[src/rtl/scan_id_sync_array.sv]
// Multi-channel scan-ID synchroniser with stability filter, edge qualifier,
// sticky pending flags and saturating event counters.
module scan_id_sync_array #(
    parameter int NCH         = 4,
    parameter int SYNC_STAGES = 2,
    parameter int FILT_CYC    = 0,
    parameter int CNT_W       = 8
) (
    input  logic                 clk,
    input  logic                 rst_n,
    input  logic [NCH-1:0]       scan_id,
    input  logic [1:0]           edge_mode,
    input  logic [NCH-1:0]       pend_clr,
    input  logic                 cnt_clr,
    output logic [NCH-1:0]       id_valid,
    output logic [NCH-1:0]       id_level,
    output logic [NCH-1:0]       pend,
    output logic [NCH*CNT_W-1:0] evt_cnt
);

    localparam int FW = (FILT_CYC > 0) ? $clog2(FILT_CYC + 1) : 1;
    localparam logic [FW-1:0] FMAX = FW'(FILT_CYC);
    localparam logic [CNT_W-1:0] CMAX = '1;

    logic [SYNC_STAGES-1:0] r_sync [NCH];
    logic [FW-1:0]          r_fcnt [NCH];
    logic [CNT_W-1:0]       r_cnt  [NCH];
    logic [NCH-1:0]         r_level;
    logic [NCH-1:0]         r_pend;
    logic [NCH-1:0]         w_s;
    logic [NCH-1:0]         w_acc;

    // A change is accepted once it has differed from the level for FILT_CYC+1 cycles
    always_comb begin
        w_s      = '0;
        w_acc    = '0;
        id_valid = '0;
        evt_cnt  = '0;
        for (int i = 0; i < NCH; i++) begin
            w_s[i]      = r_sync[i][SYNC_STAGES-1];
            w_acc[i]    = (w_s[i] != r_level[i]) && (r_fcnt[i] == FMAX);
            id_valid[i] = w_acc[i] & (w_s[i] ? edge_mode[0] : edge_mode[1]);
            evt_cnt[i*CNT_W +: CNT_W] = r_cnt[i];
        end
    end

    assign id_level = r_level;
    assign pend     = r_pend;

    always_ff @(posedge clk or negedge rst_n) begin
        if (!rst_n) begin
            for (int i = 0; i < NCH; i++) begin
                r_sync[i] <= '0;
                r_fcnt[i] <= '0;
            end
        end else begin
            for (int i = 0; i < NCH; i++) begin
                r_sync[i] <= {r_sync[i][SYNC_STAGES-2:0], scan_id[i]};
                if (w_s[i] == r_level[i] || w_acc[i]) begin
                    r_fcnt[i] <= '0;
                end else begin
                    r_fcnt[i] <= r_fcnt[i] + 1'b1;
                end
            end
        end
    end

    always_ff @(posedge clk or negedge rst_n) begin
        if (!rst_n) begin
            r_level <= '0;
            r_pend  <= '0;
        end else begin
            for (int i = 0; i < NCH; i++) begin
                if (w_acc[i]) begin
                    r_level[i] <= w_s[i];
                end
                if (id_valid[i]) begin
                    r_pend[i] <= 1'b1;
                end else if (pend_clr[i]) begin
                    r_pend[i] <= 1'b0;
                end
            end
        end
    end

    // A clear coinciding with an event leaves a count of one
    always_ff @(posedge clk or negedge rst_n) begin
        if (!rst_n) begin
            for (int i = 0; i < NCH; i++) begin
                r_cnt[i] <= '0;
            end
        end else begin
            for (int i = 0; i < NCH; i++) begin
                if (cnt_clr) begin
                    r_cnt[i] <= CNT_W'(id_valid[i]);
                end else if (id_valid[i] && r_cnt[i] != CMAX) begin
                    r_cnt[i] <= r_cnt[i] + 1'b1;
                end
            end
        end
    end

endmodule

[config.mk]
export PLATFORM = sky130hd
export DESIGN_NAME = scan_id_sync_array
export DESIGN_NICKNAME = d
export VERILOG_FILES = /design/src/rtl/scan_id_sync_array.sv
export SDC_FILE = /design/constraint.sdc
export NUM_CORES = 1
export LEC_CHECK = 0
export BUFFER_PORTS_ARGS = -buffer_cell sky130_fd_sc_hd__clkbuf_2
export CORE_AREA = 8 8 76 78
export CTS_BUF_LIST = sky130_fd_sc_hd__clkbuf_4 sky130_fd_sc_hd__clkbuf_8
export CTS_CLUSTER_SIZE = 25
export DETAILED_ROUTE_END_ITERATION = 12
export DIE_AREA = 0 0 84 86
export GPL_ROUTABILITY_DRIVEN = 0
export GPL_TIMING_DRIVEN = 0
export PLACE_DENSITY = 0.89
export SLEW_MARGIN = 20
export SYNTH_ARGS = -nofsm -noshare
export SYNTH_HDL_FRONTEND = slang
export SYNTH_SLANG_ARGS = --single-unit
[constraint.sdc]
create_clock -name clk -period 3.7 [get_ports clk]
set_input_delay 0.185 -clock clk [delete_from_list [all_inputs] [get_ports clk]]
set_output_delay 0.185 -clock clk [all_outputs]
set_load 0.02 [all_outputs]
==> impl_metrics.toml <==
[status]
outcome = "completed"

[clock_tree]
cts_post_setup_buffers_inserted = 0
cts_root_buf = "clkbuf_8"
cts_tree = "done"
cts_buffers = 5
post_cts_resized = 0
hold_buffers = 5
clock_sinks = 52
cts.clk_slew.worst_paths_ns = 0.09
clk_latency_ns = 0.30
cts_buffer_depth = 2
cts.htree.levels = 2

[power_and_ir_drop]
powerDensity_nw_per_um2 = 385
vdd_drop_max_v = 0.000225
cellLeakagePower_nw = 1.31

[synth]
ys_seq_area_frac = 0.531
synth_top_family_by_area = "simple AND/OR/NAND/NOR gates"
avgSynthCellArea_um2 = 10.5
synth.area.top_cells = "dfrtp_1, mux2_2, a21oi_1"
netlist_instances = 234
synthSimpleGateAreaFrac = 0.201
synth_top_area_frac = 0.531
synth_top_area_cell = "dfrtp_1"
synth-adder-area-share = 0.0204
yosys-mux-area-fraction = 0.0409
synth_cell_types = 42
yosys_warnings = 0
synth_ff_type = "dfrtp_1"
synth-edff-count = 0
synthArstFlopShare = 1.00
yosys.area_share.xor_xnor = 0
synth_compound_gate_area_share = 0.171
synth_area_um2 = 2450
synth_seq_cells = 52

[finish]
final_common_cell = "clkbuf_2"
n_fill_cell = 384
num-nets-final = 321
layout.area.seq_um2 = 1300
mostFrequentLayoutCells = "clkbuf_2, dfrtp_1, nand2_1"
layout-drive-gt1-share = 0.259
n_antenna_cell = 0
multiInputGateArea_um2 = 1080
fin_util = 0.648
syn_to_final_growth_pct = 21.6

[global_routing]
grt_pass1_wl_um = 9520
grt_pass1_vias = 2063
met2_usage = 0.269
met3_usage = 0.0493
antenna_found_initial = 0
grt_start_max_net_pins = 53
grt.overflow.total = 0
grt_usage = 0.159
busiest_layer = "met2"
grtUsageMet1 = 0.189

[floorplanning]
fp.dieH_um = 86
die_width_um = 84
core-area_um2 = 4600
initial_core_util = 0.533
io_pins = 57
die_area_um2 = 7220
row_count = 25

[sta]
grt_setup_unrepaired = "false"
setup_violations = 0
clock_skew_ns = 0.00603
maxSlewViolCount = 0
max_slew.worst_pin.slew_ns = 0.707
slew_headroom = 0.528
timing.final.crit_share = 0.526
fmax_mhz = 514
tns_ns = 0
hold_viol = 0
layout_setup_ws_ns = 1.75
period_needed_ns = 1.95

[setup_path]
rr_startpoint = "evt_cnt[24]"
cp_data_required_time_ns = 3.51
end_kind = "output port"
startpoint_type = "flop"
worstPathCellList = "nand3b_1, a21o_1, clkbuf_1, inv_1, clkbuf_2"
cpPeakStageDelay_ns = 0.40
arrival_ns = 1.76
cp_max_fo = 10
worst_path_max_delay_cell = "dfrtp_1"
startpoint = "id_level[3]"
crit_type = "flop to output port"

[detailed_routing]
wl_um = 5670
vias = 2129
drt_iter0_markers = 122
routed_via_density = 5.93
drc = 0
dr.pass1.iters = 4
avgRoutedWirePerCell_um = 15.8
detail-route-antenna-nets = 0

[job]
drv_cap = 0

[min_path]
hold_class = "input pin to flop"
hp-start = "pend_clr[3]"

[place]
numPortBuffers = 55
dp_hpwl_um = 4110
place_ws_ns = 1.96
synthesized netlist by cell type (2+ instances only):
cell       n
dfrtp_1   52
nand2_1   20
a21oi_1   17
inv_1     13
nor2_1    10
nand3_1    9
or4_1      9
mux2_2     8
o21ai_0    8
clkbuf_1   7
nand3b_1   7
o311ai_0   7
o31ai_1    7
o41ai_1    7
nor2b_1    6
ha_1       4
nor4_1     4
a211oi_1   3
a311oi_1   3
nand4_1    3
nor3_1     3
o211ai_1   3
a21o_1     2
and4bb_2   2
o21a_1     2
or3_1      2
flip-flops by register name (all words and copies together) (netlist names):
signal    flops
r_fcnt        4
r_sync        8
evt_cnt      32
id_level      4
pend          4
report_power, final:
part / switching, mW / internal (mW)
combinational: 0.0820 / 0.0423
sequential: 0.0210 / 0.591
clock: 0.188 / 0.221
routing by layer:
| metal | wire length (um) | share of wire |
|---|---|---|
| met4 | 48 | 0.0085 |
| met1 | 2460 | 0.43 |
| met2 | 2840 | 0.50 |
| met3 | 313 | 0.055 |
| met5 | 0 | 0 |
logic make-up (layout without fill, tap and decap cells):
family | count (synthesis) | after routing
compound gates | 61 | 61
flops | 52 | 52
other cells | 1 | 4
simple gates | 85 | 85
buf+inv | 22 | 90
mux | 9 | 9
fa+ha+maj | 4 | 4
stage by stage:
step | std cells | hold slack, ns | cell area, um2 | power (mW)
2_1_floorplan | 237 | -0.111 | 2460 | 0.688
3_3_place_gp | 346 | 0.293 | 2800 | 0.739
3_5_place_dp | 346 | 0.295 | 2810 | 0.746
4_1_cts | 359 | 0.0446 | 2980 | 1.16
5_1_grt | 359 | 0.0411 | 2980 | 1.19
6_report | 359 | 0.0522 | 2980 | 1.15
final timing paths:
check / slack (ns) / to / depth (start not counted)
min reg2reg: 0.36 / r_sync[5] / 0
max: 1.75 / id_valid[3] / 5
max in group asynchronous: 2.75 / evt_cnt[15] / 2
min: 0.05 / pend[3] / 2
min in group asynchronous: 0.48 / pend[3] / 2
max reg2reg: 1.93 / evt_cnt[25] / 6
critical path, delay by kind of cell (launching register included):
kind,cells,cell delay [ns]
AO/OA/AOI/OAI,1,0.25
buffers and inverters,3,0.67
flip-flops,1,0.40
AND/OR/NAND/NOR,1,0.13
layout make-up:
type	count	area share
Tap cell	54	0.0227
Sequential cell	52	0.437
Clock buffer	6	0.0277
Buffer	8	0.0105
Timing Repair Buffer	60	0.110
Inverter	14	0.0176
Multi-Input combinational cell	163	0.361
Clock inverter	2	0.0130
Power figures use the tool's default switching activity.
